--- config.mk ---
export PLATFORM = sky130hd
export DESIGN_NAME = mux2_top
export DESIGN_NICKNAME = d
export VERILOG_FILES = /design/src/rtl/mux2_top.sv
export SDC_FILE = /design/constraint.sdc
export NUM_CORES = 1
export LEC_CHECK = 0
export BUFFER_PORTS_ARGS = -buffer_cell sky130_fd_sc_hd__buf_2
export CAP_MARGIN = 40
export CORE_MARGIN = 8
export CORE_UTILIZATION = 35
export DETAILED_ROUTE_END_ITERATION = 7
export RECOVER_POWER = 50
export SKIP_LAST_GASP = 1
export SLEW_MARGIN = 20
export SYNTH_ARGS = -nofsm -noshare
export SYNTH_HDL_FRONTEND = slang
export SYNTH_SLANG_ARGS = --single-unit
export TNS_END_PERCENT = 100
--- constraint.sdc ---
create_clock -name clk -period 0.8 [get_ports clk]
set_input_delay 0.12 -clock clk [delete_from_list [all_inputs] [get_ports clk]]
set_output_delay 0.12 -clock clk [all_outputs]
set_load 0.05 [all_outputs]
--- src/rtl/mux2_top.sv ---
// Registered two-way arithmetic select: out is either (a*b) or (a+b), both
// truncated to WIDTH bits, captured one clock after the operands are sampled.
module mux2_top #(
  parameter int WIDTH = 6
) (
  input  logic             clk,
  input  logic             rst,
  input  logic [WIDTH-1:0] a,
  input  logic [WIDTH-1:0] b,
  input  logic             sel,
  output logic [WIDTH-1:0] out
);

  logic [WIDTH-1:0] pp [WIDTH];
  logic [WIDTH-1:0] prod_d;
  logic [WIDTH-1:0] sum_d;
  logic [WIDTH-1:0] out_d;
  logic [WIDTH-1:0] out_q;

  // Partial product gi is a shifted left by gi; bits shifted past WIDTH drop out.
  genvar gi;
  generate
    for (gi = 0; gi < WIDTH; gi++) begin : g_pp
      assign pp[gi] = b[gi] ? (a << gi) : '0;
    end
  endgenerate

  always_comb begin
    prod_d = '0;
    for (int i = 0; i < WIDTH; i++) begin
      prod_d = prod_d + pp[i];
    end
  end

  assign sum_d = a + b;

  // Only a clean 1 selects the sum, so an X/Z select still yields the product.
  always_comb begin
    out_d = prod_d;
    case (sel)
      1'b1:    out_d = sum_d;
      default: out_d = prod_d;
    endcase
  end

  always_ff @(posedge clk or posedge rst) begin
    if (rst) begin
      out_q <= '0;
    end else begin
      out_q <= out_d;
    end
  end

  assign out = out_q;

endmodule

Word-level counts from Yosys, hierarchy flattened
Cells that the tools add are included.

Bits in registers: 6. Input bits: 15. Output and inout bits: 6. Logic and storage cells: 14.

Add/sub/neg operators: 6. Multiplexer cells: 7.

Operators with widths (number): $mux 6 (7); $add 6x6->6 (6).

Longest topological paths before layout
Gate-level depths: netlist (run 1).

Word-level depth: 7. Gate-level depth with buffers: 12. Mapped depth without buffers: 12.

Worst setup path after synthesis (run 1)
Ideal clock, no wire load.

Kind: input -> register. From: input a[2]. To: register out_q[5], in the netlist out[5]. Setup time: 0.133 ns. Data arrival time: 2.463 ns. Data required time: 0.667 ns. Slack: -1.796 ns. Stages on the path: 10. Path buffers: 0. Cells stage by stage: ha_1 > fa_1 > fa_1 > ha_1 > ha_1 > xor2_1 > xnor2_1 > xnor2_2 > xnor2_1 > mux2i_1.

Cells in the longest elaborated chain, start to end: 7.

Ends and longest elaborated chain: from (decl) (RTL line 8) `input logic [WIDTH-1:0] a,`; $mux 6 (RTL line 24) `assign pp[gi] = b[gi] ? (a << gi) : '0;`; $add 6x6->6 (5 in a row) (RTL line 31) `prod_d = prod_d + pp[i];`; $mux 6 * (RTL line 40) `case (sel)`; named net out_d[5] (RTL line 17) `logic [WIDTH-1:0] out_d;`; to (signal assigned) (RTL line 50) `out_q <= out_d;`; to (decl) (RTL line 18) `logic [WIDTH-1:0] out_q;`.

The timed path passes the listed nets; every way through them passes the cells marked *.

Worst setup path in the final report (run 1)
Ends and elaborated chain as after synthesis.

==> results of run 1 <==
## cell usage in the layout (no fill, tap or decap)
cell and count:
a21o_1 2, a21oi_1 1, a21oi_2 2, and2_1 7
and2_4 3, buf_12 1, buf_2 9, buf_4 14
buf_6 11, buf_8 5, clkbuf_4 3, dfrtp_1 6
dlygate4sd3_1 1, fa_1 4, fa_2 2, ha_1 5
ha_4 6, inv_1 5, inv_2 4, mux2_4 3
mux2i_1 2, nand2_1 10, o21ai_0 1, o21ai_1 1
xnor2_1 7, xnor2_2 3, xnor3_1 1, xor2_1 2
xor2_2 1
## metal layers
| layer | part of all wire | track usage | up-vias |
|---|---|---|---|
| met5 | 0 | 0 | - |
| met4 | 0.021 | 0.05850 | 0 |
| met3 | 0.026 | 0.02473 | 5 |
| met2 | 0.54 | 0.2113 | 14 |
| met1 | 0.42 | 0.1205 | 323 |
| li1 | - | - | 339 |
## layout make-up
type                            instances  area [µm²]  area share
Multi-Input combinational cell         63       724.4      0.5386
Timing Repair Buffer                   41       379.1      0.2819
Sequential cell                         6       150.1      0.1116
Tap cell                               28       35.03     0.02605
Inverter                                9       33.78     0.02512
Clock buffer                            3       22.52     0.01674
## path summary, 6_finish.rpt
| check | depth (start not counted) | to | slack, ps |
|---|---|---|---|
| max | 11 | out[5] | -1570 |
| min | 2 | out[3] | 220 |
| max in group asynchronous | 3 | out[5] | 290 |
| min in group asynchronous | 3 | out[2] | 320 |
## what timing repair did
action | in CTS | in global routing
hold buffers | 1 | 0
endpoints found under the setup margin | 11 | 12
buffers inserted | 7 | 2
hold endpoints to repair | 6 | 0
pin swaps | 13 | 16
gates resized for setup | 38 | 14
## metrics by stage
step,area (µm²),utilization,power [mW],worst slack (ps)
global route,1345,0.6200,2.180,-1644
finish,1345,0.6200,2.049,-1565
CTS,1354,0.6240,2.034,-1587
global placement,1139,0.5248,1.525,-1884
detailed placement,1139,0.5248,1.544,-1918
floorplan,859.6,-,1.197,-1679
## kinds of logic (layout without fill, tap and decap cells)
family,after synthesis,in the layout,share of synthesized area
flip-flops,6,6,0.1917
AND/OR/NAND/NOR,20,20,0.1278
AO/OA/AOI/OAI,7,7,0.05111
XOR/XNOR,14,14,0.1837
adder cells (fa/ha/maj),17,17,0.3291
multiplexers,5,5,0.06869
buffers and inverters,10,53,0.04792
## report_power, final
group | internal [mW] | total, mW | switching (mW)
registers | 0.382 | 0.419 | 0.0366
clock network | 0.170 | 0.281 | 0.112
logic | 0.679 | 1.35 | 0.670
## worst max-delay path, stage by stage
cell and delay (ps):
buf_8 100, ha_4 150, fa_1 540, fa_1 450, ha_4 260, ha_4 150
xor2_2 150, xnor2_2 200, xnor2_2 140, xnor2_1 130, mux2i_1 80
==> impl_metrics.env, run 1 <==
export IMPL_outcome="complete, but fails checks"
export IMPL_violations="setup timing"
export IMPL_clock_path_buffers=2
export IMPL_diodes=0
export IMPL_hold_class="in -> reg"
export IMPL_final_cells=150
export IMPL_drc=0
export IMPL_antenna_found_initial=0
export IMPL_dieWidth_um=63.31
export IMPL_cts_sinks=6
export IMPL_power_leakage_nw=0.6744
export IMPL_vias=681
export IMPL_tns_ps=-5239
export IMPL_dieArea_um2=4008
export IMPL_grt_pass1_vias=798
export IMPL_synth_edff_count=0
export IMPL_initial_core_util=0.3610
export IMPL_hold_start="sel"
export IMPL_dp_hpwl_um=1686
export IMPL_pin_count=21
export IMPL_drtPass1Iterations=2
export IMPL_syn_inst=79
export IMPL_start_kind="input pin"
export IMPL_ant_nets=0
export IMPL_maxCapViolations=0
export IMPL_worstMarginPinSlew_ps=225.4
export IMPL_grt_overflow=0
export IMPL_rows=17
export IMPL_area_growth_pct=71.73
export IMPL_critical_path_class="in -> reg"
export IMPL_cts_max_level=1
export IMPL_synth_area_um2=783.3
export IMPL_finalSetupViolations=11
export IMPL_routedWlPerCell_um=13.71
export IMPL_cts_tree="built"
export IMPL_yosysSeqAreaShare=0.1917
export IMPL_post_route_period_util=2.957
export IMPL_setup_slack_ps=-1565
export IMPL_cp_startpoint="a[2]"
export IMPL_synth_top_area_frac=0.1917
export IMPL_yosys_cell_types_count=16
export IMPL_core_area_um2=2170
export IMPL_p_per_area_nw_per_um2=1523
export IMPL_drtIter0Drc=7
export IMPL_worstPathArrival_ps=2490
export IMPL_root_buffer="clkbuf_4"
export IMPL_viasPerCell=4.540
export IMPL_dp_cells=144
export IMPL_cp_max_fo=4
export IMPL_yosys_area_top_type="dfrtp_1"
export IMPL_yosysWarnings=0
export IMPL_max_freq_mhz=422.8
export IMPL_largest_reg_flops=6
export IMPL_ys_seq_elements=6
export IMPL_peakVddDrop_uv=1415
export IMPL_nets=156
export IMPL_min_period_ps=2365
export IMPL_ys_async_sr_fraction=1.000
export IMPL_slew_headroom=0.8496
export IMPL_required_ps=930
export IMPL_buffer_ports_inserted=20
export IMPL_path_clk_slew_ps=40
export IMPL_avgSynthCellArea_um2=9.915
export IMPL_worst_setup_path_end_kind="flip-flop"
export IMPL_die_h_um=63.31
export IMPL_track_usage=0.1153
export IMPL_synth_nets=111
export IMPL_cts_buffers=3
export IMPL_grt_max_degree=7
export IMPL_hold_slack_ps=216.6
export IMPL_yosysMostFrequentCell="ha_1"
export IMPL_synthFlopType="dfrtp_1"
export IMPL_synth_area_leaders="dfrtp_1, ha_1, fa_1"
export IMPL_fill_cells=185
export IMPL_wl_um=2056
export IMPL_grt_first_pass_wirelength_um=3608
export IMPL_finalHoldViolCount=0
export IMPL_drive_gt1_frac=0.5492
export IMPL_synth_commonest_cells="ha_1, and2_1, nand2_1"
export IMPL_slew_viol_final=0
export IMPL_rsz0062_at_grt="true"
export IMPL_gp_congestion=0.8214
Note: power is estimated with default switching activity, not from simulation.
==> run 2: changes to the inputs <==
--- a/config.mk
+++ b/config.mk
@@ -5,6 +5,7 @@
 export SDC_FILE = /design/constraint.sdc
 export NUM_CORES = 1
 export LEC_CHECK = 0
+export ABC_AREA = 1
 export BUFFER_PORTS_ARGS = -buffer_cell sky130_fd_sc_hd__buf_2
 export CAP_MARGIN = 40
 export CORE_MARGIN = 8
==> impl_metrics.env, run 2 <==
export IMPL_syn_inst=134
export IMPL_viasPerCell=4.590
export IMPL_ys_async_sr_fraction=1.000
export IMPL_hold_slack_ps=175.7
export IMPL_drtPass1Iterations=4
export IMPL_synthFlopType="dfrtp_1"
export IMPL_dp_cells=203
export IMPL_final_cell_mix="nand2_1, inv_1, buf_4"
export IMPL_max_freq_mhz=444.9
export IMPL_cts_tree="built"
export IMPL_final_cells=210
export IMPL_root_buffer="clkbuf_4"
export IMPL_place_area_um2=1235
export IMPL_finalHoldViolCount=0
export IMPL_dieArea_um2=4373
export IMPL_largest_reg_flops=6
export IMPL_synth_top_area_frac=0.2134
export IMPL_dp_slack_ps=-1744
export IMPL_synth_area_um2=879.6
export IMPL_yosysSeqAreaShare=0.1707
export IMPL_peakVddDrop_uv=1146
export IMPL_drive_gt1_frac=0.4167
export IMPL_outcome="complete, but fails checks"
export IMPL_grt_pass1_vias=1038
export IMPL_power_leakage_nw=0.8204
export IMPL_hold_start="sel"
export IMPL_worstPathArrival_ps=2370
export IMPL_worst_setup_path_end_kind="flip-flop"
export IMPL_hold_class="in -> reg"
export IMPL_dieWidth_um=66.13
export IMPL_antenna_found_initial=0
export IMPL_grt_overflow=0
export IMPL_rows=18
export IMPL_cts_sinks=6
export IMPL_slew_viol_final=0
export IMPL_die_h_um=66.13
export IMPL_slew_headroom=0.8462
export IMPL_synth_nets=166
export IMPL_total_power_mw=1.839
export IMPL_yosysMostFrequentCell="nand2_1"
export IMPL_vias=964
export IMPL_worstMarginPinSlew_ps=229.1
export IMPL_post_route_period_util=2.810
export IMPL_required_ps=920
export IMPL_final_area_um2=1456
export IMPL_core_area_um2=2432
export IMPL_hold_path_depth=2
export IMPL_cp_max_fo=3
export IMPL_nets=214
export IMPL_synth_area_leaders="nand2_1, dfrtp_1, ha_1"
export IMPL_setup_slack_ps=-1448
export IMPL_cp_startpoint="a[2]"
export IMPL_post_route_util=0.5988
export IMPL_path_clk_slew_ps=50
export IMPL_yosys_area_top_type="nand2_1"
export IMPL_dp_hpwl_um=2163
export IMPL_violations="setup timing"
export IMPL_start_kind="input pin"
export IMPL_maxCapViolations=0
export IMPL_routedWlPerCell_um=12.57
export IMPL_ys_seq_elements=6
export IMPL_grt_max_degree=8
export IMPL_synth_edff_count=0
export IMPL_final_common_cell="nand2_1"
export IMPL_avgSynthCellArea_um2=6.564
export IMPL_drtIter0Drc=36
export IMPL_cts_max_level=1
export IMPL_track_usage=0.1254
export IMPL_ant_nets=0
export IMPL_p_per_area_nw_per_um2=1262
export IMPL_area_growth_pct=65.58
export IMPL_pin_count=21
export IMPL_wl_um=2640
export IMPL_diodes=0
export IMPL_rsz0062_at_grt="true"
export IMPL_gp_congestion=0.8631
export IMPL_yosys_cell_types_count=17
export IMPL_yosysWarnings=0
export IMPL_initial_core_util=0.3616
export IMPL_synth_commonest_cells="nand2_1, inv_1, ha_1"
export IMPL_min_period_ps=2248
export IMPL_critical_path_class="in -> reg"
export IMPL_finalSetupViolations=11
export IMPL_drc=0
export IMPL_grt_first_pass_wirelength_um=4381
export IMPL_buffer_ports_inserted=20
export IMPL_tns_ps=-4420
export IMPL_cts_buffers=3
export IMPL_clock_path_buffers=2
## run 2: kinds of logic (layout without fill, tap and decap cells)
group	count (synthesis)	in the layout	share of synthesized area
adder cells (fa/ha/maj)	17	17	0.2930
AND/OR/NAND/NOR	66	66	0.3044
AO/OA/AOI/OAI	8	8	0.05121
XOR/XNOR	4	4	0.03984
flip-flops	6	6	0.1707
buffers and inverters	33	79	0.1408
## run 2: final timing paths
kind	slack, ps	to
min in group asynchronous	350	out[3]
max in group asynchronous	260	out[5]
setup / recovery	-1450	out[5]
hold / removal	180	out[3]
## run 2: report_power, final
group	internal (mW)	switching, mW
Combinational	0.534	0.650
Clock	0.169	0.103
Sequential	0.359	0.0239
Total	1.06	0.776
## run 2: what timing repair did
item                                   4_1_cts  5_1_grt
endpoints found under the hold margin        6        0
hold buffers                                 1        0
buffers inserted                             2        2
setup endpoints to repair                   11       11
gates resized for setup                     45        5
pin swaps                                    7        5
## run 2: cell type report
cell class	instances	area (µm²)
clock buffer	3	22.52
tap	30	37.54
sequential	6	150.1
fill	228	975.9
timing repair buffer	43	387.9
multi-input combinational	95	734.5
inverter	33	123.9
## run 2: routing by layer
| metal | track usage | wire length [µm] |
|---|---|---|
| met1 | 0.1392 | 1071 |
| met2 | 0.2352 | 1463 |
| met3 | 0.02712 | 84 |
| met4 | 0.02667 | 21 |
| met5 | 0 | 0 |
## run 2: critical path, cell delays in order
cell	delay (ps)
buf_8	110
buf_4	130
nand2_4	50
inv_2	30
fa_2	530
fa_1	450
ha_4	190
ha_4	150
inv_1	40
nand2_1	50
nand2_2	80
xor2_1	140
nand2_1	80
nand2_1	70
nand2_1	40
nand3_1	50
nand2_1	50
==> run 3: changes to the inputs <==
--- a/config.mk
+++ b/config.mk
@@ -8,8 +8,8 @@
 export ABC_AREA = 1
 export BUFFER_PORTS_ARGS = -buffer_cell sky130_fd_sc_hd__buf_2
 export CAP_MARGIN = 40
-export CORE_MARGIN = 8
 export CORE_UTILIZATION = 35
+export CTS_BUF_LIST = sky130_fd_sc_hd__clkbuf_16
 export DETAILED_ROUTE_END_ITERATION = 7
 export RECOVER_POWER = 50
 export SKIP_LAST_GASP = 1
==> impl_metrics.env, run 3 (same netlist as run 2, synthesis figures left out) <==
export IMPL_outcome="complete, but fails checks"
export IMPL_violations="setup timing"
export IMPL_critical_path_class="in -> reg"
export IMPL_final_cell_mix="nand2_1, inv_1, buf_4"
export IMPL_grt_overflow=0
export IMPL_rows=17
export IMPL_drtIter0Drc=16
export IMPL_viasPerCell=4.618
export IMPL_cts_sinks=6
export IMPL_met3_length_um=85
export IMPL_buffer_ports_inserted=20
export IMPL_worstPathArrival_ps=2380
export IMPL_slew_headroom=0.8357
export IMPL_cp_max_fo=3
export IMPL_cp_slowest_cell="fa_1"
export IMPL_met1_length_um=1103
export IMPL_post_route_period_util=2.840
export IMPL_min_period_ps=2272
export IMPL_cts_tree="built"
export IMPL_initial_core_util=0.3829
export IMPL_dp_cells=200
export IMPL_antenna_found_initial=0
export IMPL_finalHoldViolCount=0
export IMPL_largest_reg_flops=6
export IMPL_routedWlPerCell_um=11.57
export IMPL_drc=0
export IMPL_track_usage=0.2113
export IMPL_max_freq_mhz=440.2
export IMPL_grt_first_pass_wirelength_um=4112
export IMPL_die_h_um=52.13
export IMPL_start_kind="input pin"
export IMPL_p_per_area_nw_per_um2=1560
export IMPL_cp_startpoint="a[2]"
export IMPL_nets=213
export IMPL_root_buffer="clkbuf_16"
export IMPL_setup_slack_ps=-1472
export IMPL_met2_length_um=1187
export IMPL_dieWidth_um=52.13
export IMPL_dp_hpwl_um=2017
export IMPL_clock_path_buffers=2
export IMPL_wl_um=2395
export IMPL_cts_max_level=1
export IMPL_gp_congestion=0.8239
export IMPL_grt_max_degree=8
export IMPL_maxUsedRoutingLayer="met4"
export IMPL_hold_start="sel"
export IMPL_crit_path_frequent_cell="nand2_1"
export IMPL_final_common_cell="nand2_1"
export IMPL_crit_path_cell_trace="buf_8 -> ha_4 -> fa_1 -> fa_1 -> ha_4 -> ha_4 -> inv_1 -> nand2_1 -> nand2_2 -> xor2_1 -> nand2_1 -> nand2_1 -> nand2_1 -> nand3_1 -> nand2_1"
export IMPL_worst_setup_path_end_kind="flip-flop"
export IMPL_pin_count=21
export IMPL_finalSetupViolations=11
export IMPL_maxCapViolations=0
export IMPL_ant_nets=0
export IMPL_drtPass1Iterations=4
export IMPL_worstMarginPinSlew_ps=244.7
export IMPL_grt_pass1_vias=985
export IMPL_path_clk_slew_ps=30
export IMPL_cts_buffers=3
export IMPL_vias=956
export IMPL_dieArea_um2=2718
export IMPL_diodes=0
export IMPL_rsz0062_at_grt="true"
export IMPL_final_cells=207
export IMPL_slew_viol_final=0
export IMPL_area_growth_pct=67.85
export IMPL_peakVddDrop_uv=1664
export IMPL_hold_class="in -> reg"
export IMPL_power_leakage_nw=0.8276
export IMPL_drive_gt1_frac=0.4022
export IMPL_critPathMaxStageDelay_ps=520
export IMPL_dp_slack_ps=-1758
export IMPL_core_area_um2=2297
export IMPL_required_ps=910
-- run 3: timing repair --
action / 4_1_cts / 5_1_grt
pin swaps: 3 / 4
gates resized for setup: 36 / 9
hold endpoints to repair: 6 / 0
endpoints found under the setup margin: 11 / 11
buffers inserted: 0 / 3
hold buffers: 1 / 0
-- run 3: final timing paths --
kind | endpoint | slack, ps | depth (start not counted)
setup / recovery | out[5] | -1470 | 15
hold / removal | out[3] | 200 | 2
max in group asynchronous | out[2] | 260 | 3
min in group asynchronous | out[5] | 350 | 3
-- run 3: power by group --
group | switching, mW | total [mW] | internal (mW) | leakage, nW
clock network | 0.151 | 0.791 | 0.640 | 0.0370
logic | 0.621 | 1.13 | 0.508 | 0.719
registers | 0.0247 | 0.385 | 0.360 | 0.0718
total | 0.797 | 2.30 | 1.51 | 0.828
-- run 3: critical path: cells and delay by family --
family        cells  cell delay [ps]
fa+ha+maj         5             1530
xor+xnor          1              170
buf+inv           2              140
simple gates      7              420
-- run 3: through the flow --
stage | TNS, ps | hold WS, ps | total power, mW | util | area [µm²]
after floorplan | -4009 | -89.04 | 1.022 | - | 954.7
after CTS | -4397 | 207.0 | 2.295 | 0.6193 | 1423
after detailed placement | -5549 | 37.57 | 1.347 | 0.5332 | 1225
after global placement | -5418 | 34.27 | 1.329 | 0.5332 | 1225
final | -4268 | 203.6 | 2.304 | 0.6427 | 1476
after global routing | -4656 | 226.0 | 2.478 | 0.6427 | 1476
-- run 3: metal layers --
layer	GRT usage	vias to the layer above
li1	-	498
met1	0.2562	434
met2	0.3825	22
met3	0.03801	2
met4	0.04825	0
met5	0	-
-- run 3: area by class of cell --
type | instances | area (µm²)
well taps | 28 | 35.03
repair buffers | 42 | 366.6
fillers | 207 | 820.8
flip-flops and latches | 6 | 150.1
clock buffers | 3 | 75.07
multi-input cells | 95 | 723.2
inverters | 33 | 126.4
